===== config.mk =====
export PLATFORM = sky130hd
export DESIGN_NAME = vc_output_scheduler_flat
export DESIGN_NICKNAME = d
export VERILOG_FILES = /design/src/rtl/vc_output_scheduler_pkg.sv /design/src/rtl/vc_output_scheduler_if.sv /design/src/rtl/vc_output_scheduler_arbiter.sv /design/src/rtl/vc_output_scheduler.sv /design/src/flat_wrapper.sv
export SDC_FILE = /design/constraint.sdc
export NUM_CORES = 1
export LEC_CHECK = 0
export BUFFER_PORTS_ARGS = -buffer_cell sky130_fd_sc_hd__buf_2
export CAP_MARGIN = 20
export CORE_MARGIN = 2
export CORE_UTILIZATION = 53
export CTS_CLUSTER_DIAMETER = 200
export DETAILED_ROUTE_END_ITERATION = 10
export GPL_TIMING_DRIVEN = 0
export PLACE_DENSITY_LB_ADDON = 0.3
export SYNTH_ARGS = -nofsm -noshare
export SYNTH_HDL_FRONTEND = slang
export SYNTH_HIERARCHICAL = 1
export SYNTH_SLANG_ARGS = --single-unit

===== constraint.sdc =====
create_clock -name clk -period 11.1 [get_ports clk]
set_clock_uncertainty 0.05 [all_clocks]
set_input_delay 0.555 -clock clk [delete_from_list [all_inputs] [get_ports clk]]
set_output_delay 0.555 -clock clk [all_outputs]
set_load 0.05 [all_outputs]

===== src/rtl/vc_output_scheduler_pkg.sv =====
// Shared types and helpers for the VC output scheduler slice.
// Contents:
//   flit_t       - default flit payload type carried through the scheduler
//   fifo_flags_t - per-VC status flags reported by the VC buffer bank
//   clog2()      - ceiling log2 with a minimum result of 1, for sizing fields
package vc_output_scheduler_pkg;

  typedef logic [15:0] flit_t;

  typedef struct packed {
    logic full;
    logic empty;
  } fifo_flags_t;

  function automatic int clog2(input int value);
    int result;
    result = 0;
    for (int i = 0; i < 32; i++) begin
      if ((1 << result) < value) result++;
    end
    return (result == 0) ? 1 : result;
  endfunction

endpackage


===== src/rtl/vc_output_scheduler_if.sv =====
// Bundle of signals between the VC buffer bank / downstream link and the
// output scheduler.
// Modports:
//   master - scheduler side: consumes flags, buf_data, credit_in; drives
//            select, pop, flit_out, flit_valid, vc_out, credit_cnt
//   slave  - bank/link side: the mirror image of master
interface vc_output_scheduler_if
  import vc_output_scheduler_pkg::*;
#(
  parameter int  n         = 4,
  parameter int  buf_depth = 3,
  parameter type flit_t    = vc_output_scheduler_pkg::flit_t
);

  localparam int vw = clog2(n);
  localparam int cw = clog2(buf_depth + 1);

  fifo_flags_t [n-1:0]         flags;
  flit_t                       buf_data;
  logic        [n-1:0]         select;
  logic        [n-1:0]         pop;
  logic        [n-1:0]         credit_in;
  flit_t                       flit_out;
  logic                        flit_valid;
  logic        [vw-1:0]        vc_out;
  logic        [n-1:0][cw-1:0] credit_cnt;

  modport master (
    input  flags, buf_data, credit_in,
    output select, pop, flit_out, flit_valid, vc_out, credit_cnt
  );

  modport slave (
    output flags, buf_data, credit_in,
    input  select, pop, flit_out, flit_valid, vc_out, credit_cnt
  );

endinterface


===== src/rtl/vc_output_scheduler_arbiter.sv =====
// Round-robin arbiter with a registered priority pointer.
// Ports:
//   clk, rst - clock and synchronous active-high reset (pointer -> entry 0)
//   request  - request vector
//   advance  - when high and a grant is issued, the pointer moves past it
//   grant    - one-hot (or zero) grant, combinational from request/pointer
//   pointer  - one-hot current priority pointer
module vc_rr_arbiter
  import vc_output_scheduler_pkg::*;
#(
  parameter int n = 4
) (
  input  logic         clk,
  input  logic         rst,
  input  logic [n-1:0] request,
  input  logic         advance,
  output logic [n-1:0] grant,
  output logic [n-1:0] pointer
);

  localparam int vw = clog2(n);

  logic [vw-1:0] ptr_q;
  logic [vw-1:0] ptr_d;

  // Scan from the pointer upwards (wrapping); the first requester wins and
  // the candidate next pointer is the entry just after it.
  always_comb begin
    grant = '0;
    ptr_d = ptr_q;
    for (int k = 0; k < n; k++) begin
      if (grant == '0 && request[(int'(ptr_q) + k) % n]) begin
        grant[(int'(ptr_q) + k) % n] = 1'b1;
        ptr_d = vw'(((int'(ptr_q) + k) % n + 1) % n);
      end
    end
  end

  always_ff @(posedge clk) begin
    if (rst) begin
      ptr_q <= '0;
    end else if (advance && (grant != '0)) begin
      ptr_q <= ptr_d;
    end
  end

  assign pointer = {{(n-1){1'b0}}, 1'b1} << ptr_q;

endmodule


===== src/rtl/vc_output_scheduler.sv =====
// Output scheduler downstream of a per-port VC buffer bank. Picks one
// non-empty VC with downstream credit per cycle (round-robin), pops it from
// the bank and registers its head flit onto the output link with the VC id.
// One credit counter per VC mirrors free slots in the next router.
// Ports:
//   clk, rst - clock and synchronous active-high reset
//   bus      - master side of vc_output_scheduler_if (flags, buf_data,
//              credit_in in; select, pop, flit_out, flit_valid, vc_out,
//              credit_cnt out)
module vc_output_scheduler
  import vc_output_scheduler_pkg::*;
#(
  parameter int  n         = 4,
  parameter int  buf_depth = 3,
  parameter type flit_t    = vc_output_scheduler_pkg::flit_t
) (
  input  logic                  clk,
  input  logic                  rst,
  vc_output_scheduler_if.master bus
);

  localparam int vw = clog2(n);
  localparam int cw = clog2(buf_depth + 1);
  localparam logic [cw-1:0] full_credit = cw'(buf_depth);

  logic [n-1:0]         eligible;
  logic [n-1:0]         grant;
  logic [n-1:0]         pointer;
  logic [vw-1:0]        grant_idx;
  logic [n-1:0][cw-1:0] credit;
  logic                 flags_unused;

  // Masking with rst keeps the bank untouched during a reset cycle.
  always_comb begin
    eligible     = '0;
    flags_unused = 1'b0;
    for (int i = 0; i < n; i++) begin
      eligible[i]  = !rst && !bus.flags[i].empty && (credit[i] != '0);
      flags_unused = flags_unused ^ bus.flags[i].full;
    end
  end

  vc_rr_arbiter #(.n(n)) u_arbiter (
    .clk     (clk),
    .rst     (rst),
    .request (eligible),
    .advance (grant != '0),
    .grant   (grant),
    .pointer (pointer)
  );

  always_comb begin
    grant_idx = '0;
    for (int i = 0; i < n; i++) begin
      if (grant[i]) grant_idx = vw'(i);
    end
  end

  // With nothing eligible the bank still sees a valid one-hot select so its
  // data_out is always a defined head.
  assign bus.select = (grant != '0) ? grant : pointer;
  assign bus.pop    = grant;

  always_ff @(posedge clk) begin
    if (rst) begin
      bus.flit_valid <= 1'b0;
      bus.vc_out     <= '0;
    end else if (grant != '0) begin
      bus.flit_valid <= 1'b1;
      bus.flit_out   <= bus.buf_data;
      bus.vc_out     <= grant_idx;
    end else begin
      bus.flit_valid <= 1'b0;
    end
  end

  // A grant consumes a downstream slot, a credit pulse frees one; both in
  // the same cycle cancel out.
  for (genvar i = 0; i < n; i++) begin : g_credit
    always_ff @(posedge clk) begin
      if (rst) begin
        credit[i] <= full_credit;
      end else if (grant[i] && !bus.credit_in[i]) begin
        credit[i] <= credit[i] - 1'b1;
      end else if (bus.credit_in[i] && !grant[i]) begin
        credit[i] <= credit[i] + 1'b1;
      end
    end

    a_no_overflow: assert property (@(posedge clk) disable iff (rst)
      !(bus.credit_in[i] && (credit[i] == full_credit)))
      else $fatal(1, "credit returned to a VC already holding full credit");

    a_no_pop_empty: assert property (@(posedge clk) disable iff (rst)
      !(bus.pop[i] && bus.flags[i].empty))
      else $fatal(1, "pop issued to an empty VC");
  end

  assign bus.credit_cnt = credit;

  a_pop_onehot0: assert property (@(posedge clk) disable iff (rst)
    $onehot0(bus.pop))
    else $fatal(1, "pop is not onehot0");

  a_select_onehot: assert property (@(posedge clk) disable iff (rst)
    $onehot(bus.select))
    else $fatal(1, "select is not onehot");

  a_credit_known: assert property (@(posedge clk) disable iff (rst)
    !$isunknown(bus.credit_in))
    else $fatal(1, "credit_in is unknown");

endmodule

===== src/flat_wrapper.sv =====
// flat-port wrapper written by rule: the top's interface ports become plain ports
module vc_output_scheduler_flat import vc_output_scheduler_pkg::*;
#(
  parameter int  n         = 4,
  parameter int  buf_depth = 3,
  parameter type flit_t    = vc_output_scheduler_pkg::flit_t
)
  (clk, rst, bus_flags, bus_buf_data, bus_credit_in, bus_select, bus_pop, bus_flit_out, bus_flit_valid, bus_vc_out, bus_credit_cnt);
  vc_output_scheduler_if #(.n(n), .buf_depth(buf_depth), .flit_t(flit_t)) bus_i ();
  input  logic clk;
  input  logic rst;
  input wire logic [$bits(bus_i.flags)-1:0] bus_flags;
  input wire logic [$bits(bus_i.buf_data)-1:0] bus_buf_data;
  input wire logic [$bits(bus_i.credit_in)-1:0] bus_credit_in;
  output wire logic [$bits(bus_i.select)-1:0] bus_select;
  output wire logic [$bits(bus_i.pop)-1:0] bus_pop;
  output wire logic [$bits(bus_i.flit_out)-1:0] bus_flit_out;
  output wire logic [$bits(bus_i.flit_valid)-1:0] bus_flit_valid;
  output wire logic [$bits(bus_i.vc_out)-1:0] bus_vc_out;
  output wire logic [$bits(bus_i.credit_cnt)-1:0] bus_credit_cnt;
  assign bus_i.flags = bus_flags;
  assign bus_i.buf_data = bus_buf_data;
  assign bus_i.credit_in = bus_credit_in;
  assign bus_select = bus_i.select;
  assign bus_pop = bus_i.pop;
  assign bus_flit_out = bus_i.flit_out;
  assign bus_flit_valid = bus_i.flit_valid;
  assign bus_vc_out = bus_i.vc_out;
  assign bus_credit_cnt = bus_i.credit_cnt;
  vc_output_scheduler #(.n(n), .buf_depth(buf_depth), .flit_t(flit_t)) u_core (.clk(clk), .rst(rst), .bus(bus_i));
endmodule

* Word-level counts from Yosys, hierarchy flattened
Cells that the tools add are included.
W data, S select, Z words.
** Operators by class
- $add $sub $neg :: 14
- Order comparisons :: 8
- Shifts and indexed selects :: 1
- Muxes and demuxes :: 40
- Bitwise operators :: 7
- Reduce and logical (&&, ||, !) cells :: 54
** Operators by type and width (count)
- $mux W2 :: 14
- $logic_and A1 B1 Y1 :: 23
- $mux W4 :: 5
- $reduce_bool A2 Y1 :: 8
- $logic_not A1 Y1 :: 13
- $mux W1 :: 13
- $logic_not A4 Y1 :: 3
- $lt A3 B4 Y1 const B :: 3
- $or A4 B4 Y4 :: 3
- $add A2 B1 Y2 const B :: 5
- $add A2 B2 Y2 const B :: 5
- $ge A3 B1 Y1 const B :: 3
- $bmux W1 S2 :: 4
- $demux W1 S2 :: 4
- $reduce_bool A4 Y1 :: 2
- $sub A2 B1 Y2 const B :: 4
- $reduce_or A2 Y1 :: 3
- $reduce_and A2 Y1 :: 2
- $shl A1 B2 Y4 const A :: 1
- $and A1 B1 Y1 const A :: 3
- $lt A2 B3 Y1 const B :: 1
- $ge A2 B1 Y1 const B :: 1
- $not A1 Y1 :: 1
** Word-level totals
- Register bits :: 29
- Output and inout port bits :: 35
- Word-level logic and storage cells :: 132

* Logic depth before layout (Yosys ltp)
- Depth in word-level cells :: 19
- Depth in mapped cells :: 15

* Cells and area by module
Netlist, hierarchy kept.
** By module, submodules not included
- vc_output_scheduler :: instances 1, cells an instance 86, area an instance 1069.8 sq um, sequential area each 700.7 sq um
- vc_rr_arbiter :: instances 1, cells an instance 72, area an instance 661.9 sq um, sequential area each 40.0 sq um

* Least setup slack after synthesis
Ideal clock, no wire load.
- Kind :: reg-to-reg
- From :: register u_core.u_arbiter.ptr_q[1]
- To :: register u_core.bus.flit_out[0] (enable)
- Library setup time :: 0.394 ns
- Arrival :: 4.252 ns
- Data required time :: 10.656 ns
- Setup slack :: 6.404 ns
- Stages on the path, launching flop included :: 11
- Cells stage by stage :: dfxtp_1 -> inv_1 -> ha_1 -> mux4_2 -> a21boi_1 -> a221o_1 -> or3b_4 -> nor2_8 -> a221o_1 -> nor2_1 -> a21oi_1
** Between the ends
- Longest elaborated chain between the ends :: 17
- Elaborated cells on any way between the ends :: 55
- Those cells by class :: add/sub (3); order compare (8); mux (23); bitwise (6); reduce/logical (15)
** Ends and longest elaborated chain
- start, declared :: line vc_output_scheduler_arbiter.sv:23 : logic [vw-1:0] ptr_q;
- start signal, assigned :: line vc_output_scheduler_arbiter.sv:43 : ptr_q <= ptr_d;
- $add A2 B1 Y2 :: line vc_output_scheduler_arbiter.sv:32, vc_output_scheduler_arbiter.sv:33
- $reduce_or A2 Y1 (no source line)
- $and A1 B1 Y1 (no source line)
- $lt A3 B4 Y1 (not written as such) or $ge A3 B1 Y1 (tied branches) :: line vc_output_scheduler_arbiter.sv:33 : grant[(int'(ptr_q) + k) % n] = 1'b1;
- $logic_and A1 B1 Y1 (not written as such) :: line vc_output_scheduler_arbiter.sv:33
- $mux W1 (not written as such) :: line vc_output_scheduler_arbiter.sv:33
- $demux W1 S2 :: line vc_output_scheduler_arbiter.sv:33
- $or A4 B4 Y4 (no source line)
- (+2 left out)
- $logic_and A1 B1 Y1 :: line vc_output_scheduler_arbiter.sv:32 : if (grant == '0 && request[(int'(ptr_q) + k) % n]) begin
- $mux W4 :: line vc_output_scheduler_arbiter.sv:32
- $logic_not A4 Y1 :: line vc_output_scheduler_arbiter.sv:32
- $logic_and A1 B1 Y1 :: line vc_output_scheduler_arbiter.sv:32
- $mux W4 * :: line vc_output_scheduler_arbiter.sv:32
- net bus_pop[0] :: line flat_wrapper.sv:16 : output wire logic [$bits(bus_i.pop)-1:0] bus_pop;
- $reduce_bool A4 Y1 * :: line vc_output_scheduler.sv:68 : end else if (grant != '0) begin
- $reduce_and A2 Y1 (no source line) *
- end signal, assigned :: line vc_output_scheduler.sv:70 : bus.flit_out <= bus.buf_data;
- end, declared :: line vc_output_scheduler_if.sv:30 : output select, pop, flit_out, flit_valid, vc_out, credit_cnt
The timed path passes the listed nets; every way through them passes the cells marked *. The select of a mux whose other input is x is not followed.
A chain may end at the register's enable or synchronous reset.

* Worst setup path after layout
- From :: register u_core.u_arbiter.ptr_q[1]
- To :: output port bus_select[2]
** Between the ends
- Longest elaborated chain between the ends :: 17
- Elaborated cells on any way between the ends :: 56
- Those cells by class :: add/sub (3); order compare (8); shift (1); mux (24); bitwise (6); reduce/logical (14)
** Ends and longest elaborated chain
- $add A2 B1 Y2 :: line vc_output_scheduler_arbiter.sv:32, vc_output_scheduler_arbiter.sv:33
- $reduce_or A2 Y1 (no source line)
- $and A1 B1 Y1 (no source line)
- $lt A3 B4 Y1 (not written as such) or $ge A3 B1 Y1 (tied branches) :: line vc_output_scheduler_arbiter.sv:33
- $logic_and A1 B1 Y1 (not written as such) :: line vc_output_scheduler_arbiter.sv:33
- $mux W1 (not written as such) :: line vc_output_scheduler_arbiter.sv:33
- $demux W1 S2 :: line vc_output_scheduler_arbiter.sv:33
- $or A4 B4 Y4 (no source line)
- $mux W4 :: line vc_output_scheduler_arbiter.sv:32
- $logic_not A4 Y1 :: line vc_output_scheduler_arbiter.sv:32
- $logic_and A1 B1 Y1 :: line vc_output_scheduler_arbiter.sv:32
- $mux W4 :: line vc_output_scheduler_arbiter.sv:32
- $logic_not A4 Y1 :: line vc_output_scheduler_arbiter.sv:32
- $logic_and A1 B1 Y1 :: line vc_output_scheduler_arbiter.sv:32
- $mux W4 :: line vc_output_scheduler_arbiter.sv:32
- $reduce_bool A4 Y1 :: line vc_output_scheduler.sv:61 : assign bus.select = (grant != '0) ? grant : pointer;
- $mux W4 * :: line vc_output_scheduler.sv:61
- end, declared :: line flat_wrapper.sv:15 : output wire logic [$bits(bus_i.select)-1:0] bus_select;
Every way passes the cells marked *; elsewhere a longest branch is shown, timed or not. The select of a mux whose other input is x is not followed.

==> run summary <==
outcome - finished, final reports clean
CP max FO - 9
Synth Flop Type - edfxtp_1
grt peak-use layer - met2
RSZ-0062 raised after global routing - false
GRT Overall Usage - 23.22%
Hold Path End - u_core/bus.flit_out[5]$_DFFE_PP_
Reg clk slew, reported paths - 0.08 ns
RR Endpoint - u_core/bus.flit_out[13]$_DFFE_PP_
final hold vios - 0
GRT overflow - 0
Rel. slew slack - 58.28%
Final ANT Viol Nets - 0
PortBufs - 60
Die Ht - 61.16 um
Hold Path Class - in -> reg
Post-CTS Hold Buffers - 0
maxcap violations - 0
first-pass GRT wire length - 6.430 mm
fin crit period - 4.799 ns
synthesis-to-layout area growth - 23.92%
met2 usage - 42.10%
vias - 1,543
post-synthesis sequential area ratio - 42.77%
Placed Instances - 263
clock tree buffer depth - 2
Yosys reg bits - 29
Netlist cell types - 41
asr flop ratio synth - 0%
routed len/inst - 15.22 um
Post-CTS Setup Repair Bufs - 0
Mapped Cells - 158
Die X-Extent - 61.16 um
antenna violations before repair - 0
H-tree lvl count - 2
total negative slack - 0 ns
synthesized cell area - 1732 um^2
clk_lat worst skew - 0.32 ns
cells on worst reg2reg path - 11
diode count - 0
most common cell after layout, fill and taps aside - buf_2
row count - 20
Ys Warns - 6
kind of critical path - reg -> out
R2R setup slack - 6.60 ns
# setup viols final - 0
fmax - 0.2084 GHz
commonest cells after routing, fill and taps aside - buf_2, edfxtp_1, dfxtp_1
HPWL Detailed - 3.252 mm
Worst Tran Pin Value - 0.6210 ns
PostCTS Resize Cnt - 0
DRC - 0
met1 usage - 26.20%
crit path launch type - register
drt first-iter violations - 101
hold path depth - 1
Final Util - 69.72%
syn_area_per_cell - 10.96 um^2
Critical Path Sink Type - output port
die area - 3741 um^2
synthesized net count - 199
Final #Nets - 267
CORE AREA - 3078 um^2
CP required - 10.50 ns
CTS sink count - 29
vias per cell - 5.694
TritonCTS clock tree - yes
TritonCTS Buffers - 5
Starting Density - 56.26%
worst hold start - bus_buf_data[5]
pin count of the biggest net entering global routing - 12
Final Max Tran Viols - 0
Pre-antenna DRT Iters - 5
vias in the first global route - 1,446
WL final - 4.124 mm
routability congestion estimate - 0.8694
I/O pins - 65
Worst R2R Start - u_core/u_arbiter/ptr_q[1]$_SDFFE_PP0P_
post-route insts no fill - 271
M3 GR Usage - 5.672%
Worst EP arrival - 4.19 ns
CTS root buf - clkbuf_4
share of cells above drive strength 1 - 39.21%
EDFF count, synth - 16
part of the cycle the worst path needs - 43.23%
[synthesized netlist by cell type, types with 2 or more instances]
library cell / n / share of area (%)
xor2_1: 4 / 2.0
nand2_1: 9 / 2.0
buf_6: 2 / 1.3
a21oi_1: 5 / 1.4
o21ai_0: 9 / 2.6
nand2b_1: 4 / 1.4
a31o_2: 4 / 2.0
nor2_1: 11 / 2.4
o211ai_1: 2 / 0.87
inv_1: 11 / 2.4
or3b_1: 4 / 2.0
nor3_1: 9 / 2.6
mux4_2: 4 / 5.2
a221o_1: 4 / 2.3
o21ai_1: 6 / 1.7
dfxtp_1: 13 / 15
mux2i_1: 3 / 1.7
xnor2_1: 4 / 2.0
or2_2: 2 / 0.72
o41ai_2: 2 / 1.9
edfxtp_1: 16 / 28
ha_1: 11 / 7.9
[worst max path at each step]
stage                                           startpoint                           endpoint  slack, ns  cells past startpoint
floorplan           u_core/u_arbiter/ptr_q[1]$_SDFFE_PP0P_   u_core/bus.flit_out[0]$_DFFE_PP_       6.40                     10
global placement                                       rst  u_core/bus.flit_out[12]$_DFFE_PP_       6.17                     11
detailed placement                                     rst   u_core/bus.flit_out[4]$_DFFE_PP_       6.46                     13
CTS                 u_core/u_arbiter/ptr_q[1]$_SDFFE_PP0P_                      bus_select[2]       6.32                     11
global route        u_core/u_arbiter/ptr_q[1]$_SDFFE_PP0P_                      bus_select[2]       6.14                     11
finish              u_core/u_arbiter/ptr_q[1]$_SDFFE_PP0P_                      bus_select[2]       6.30                     11
[routing by layer]
| metal | wire length [um] | share of wire, % | vias to the layer above |
|---|---|---|---|
| met3 | 340 | 8.2 | 7 |
| li1 | - | - | 725 |
| met1 | 1579 | 38 | 735 |
| met5 | 0 | 0 | - |
| met2 | 2151 | 52 | 76 |
| met4 | 53 | 1.3 | 0 |
[logic make-up (layout without fill, tap and decap cells)]
logic type | after synthesis | count (layout) | share of synthesized area (%)
muxes | 7 | 7 | 6.937
buffers and inverters | 14 | 83 | 3.901
xor gates and xnor gates | 8 | 8 | 4.046
DFF | 29 | 29 | 42.77
adders and majority gates | 11 | 11 | 7.948
AOI/OAI and AO/OA | 43 | 43 | 19.51
and+or+nand+nor | 46 | 46 | 14.88
[final cells by class]
cell class,instances,area (um^2)
Buffer,3,26.28
Clock buffer,6,41.29
Clock inverter,2,10.01
Fill cell,247,932.1
Inverter,11,41.29
Multi-Input combinational cell,115,923.4
Sequential cell,29,740.7
Tap cell,44,55.05
Timing Repair Buffer,61,307.8
[worst max-delay path: stages, from the launching register on]
cell and delay (ns):
dfxtp_1 0.58, inv_1 0.17, ha_1 0.42, mux4_2 0.60, a21boi_1 0.21, a221o_1 0.39, or3b_4 0.43, nor2_8 0.14
a221o_1 0.29, nor2_1 0.15, a31o_2 0.27, buf_2 0.21
[state kept, by name (all words and copies together) (netlist names)]
register / cells
u_core/u_arbiter/ptr_q: 2
u_core/bus.flit_valid: 1
u_core/bus.vc_out: 2
u_core/bus.flit_out: 16
u_core/bus.credit_cnt: 8
[per-stage QoR]
stage | hold slack [ns] | worst slack, ns | instance area, um^2
finish | 0.3593 | 6.301 | 2146
detailed placement | 0.4313 | 6.457 | 2095
global route | 0.3374 | 6.135 | 2146
global placement | 0.3930 | 6.172 | 2087
floorplan | 0.5741 | 6.404 | 1732
CTS | 0.3496 | 6.318 | 2146
Power is not shown: default switching activity piles up to over one toggle a cycle in this logic, so the estimate is an artifact.
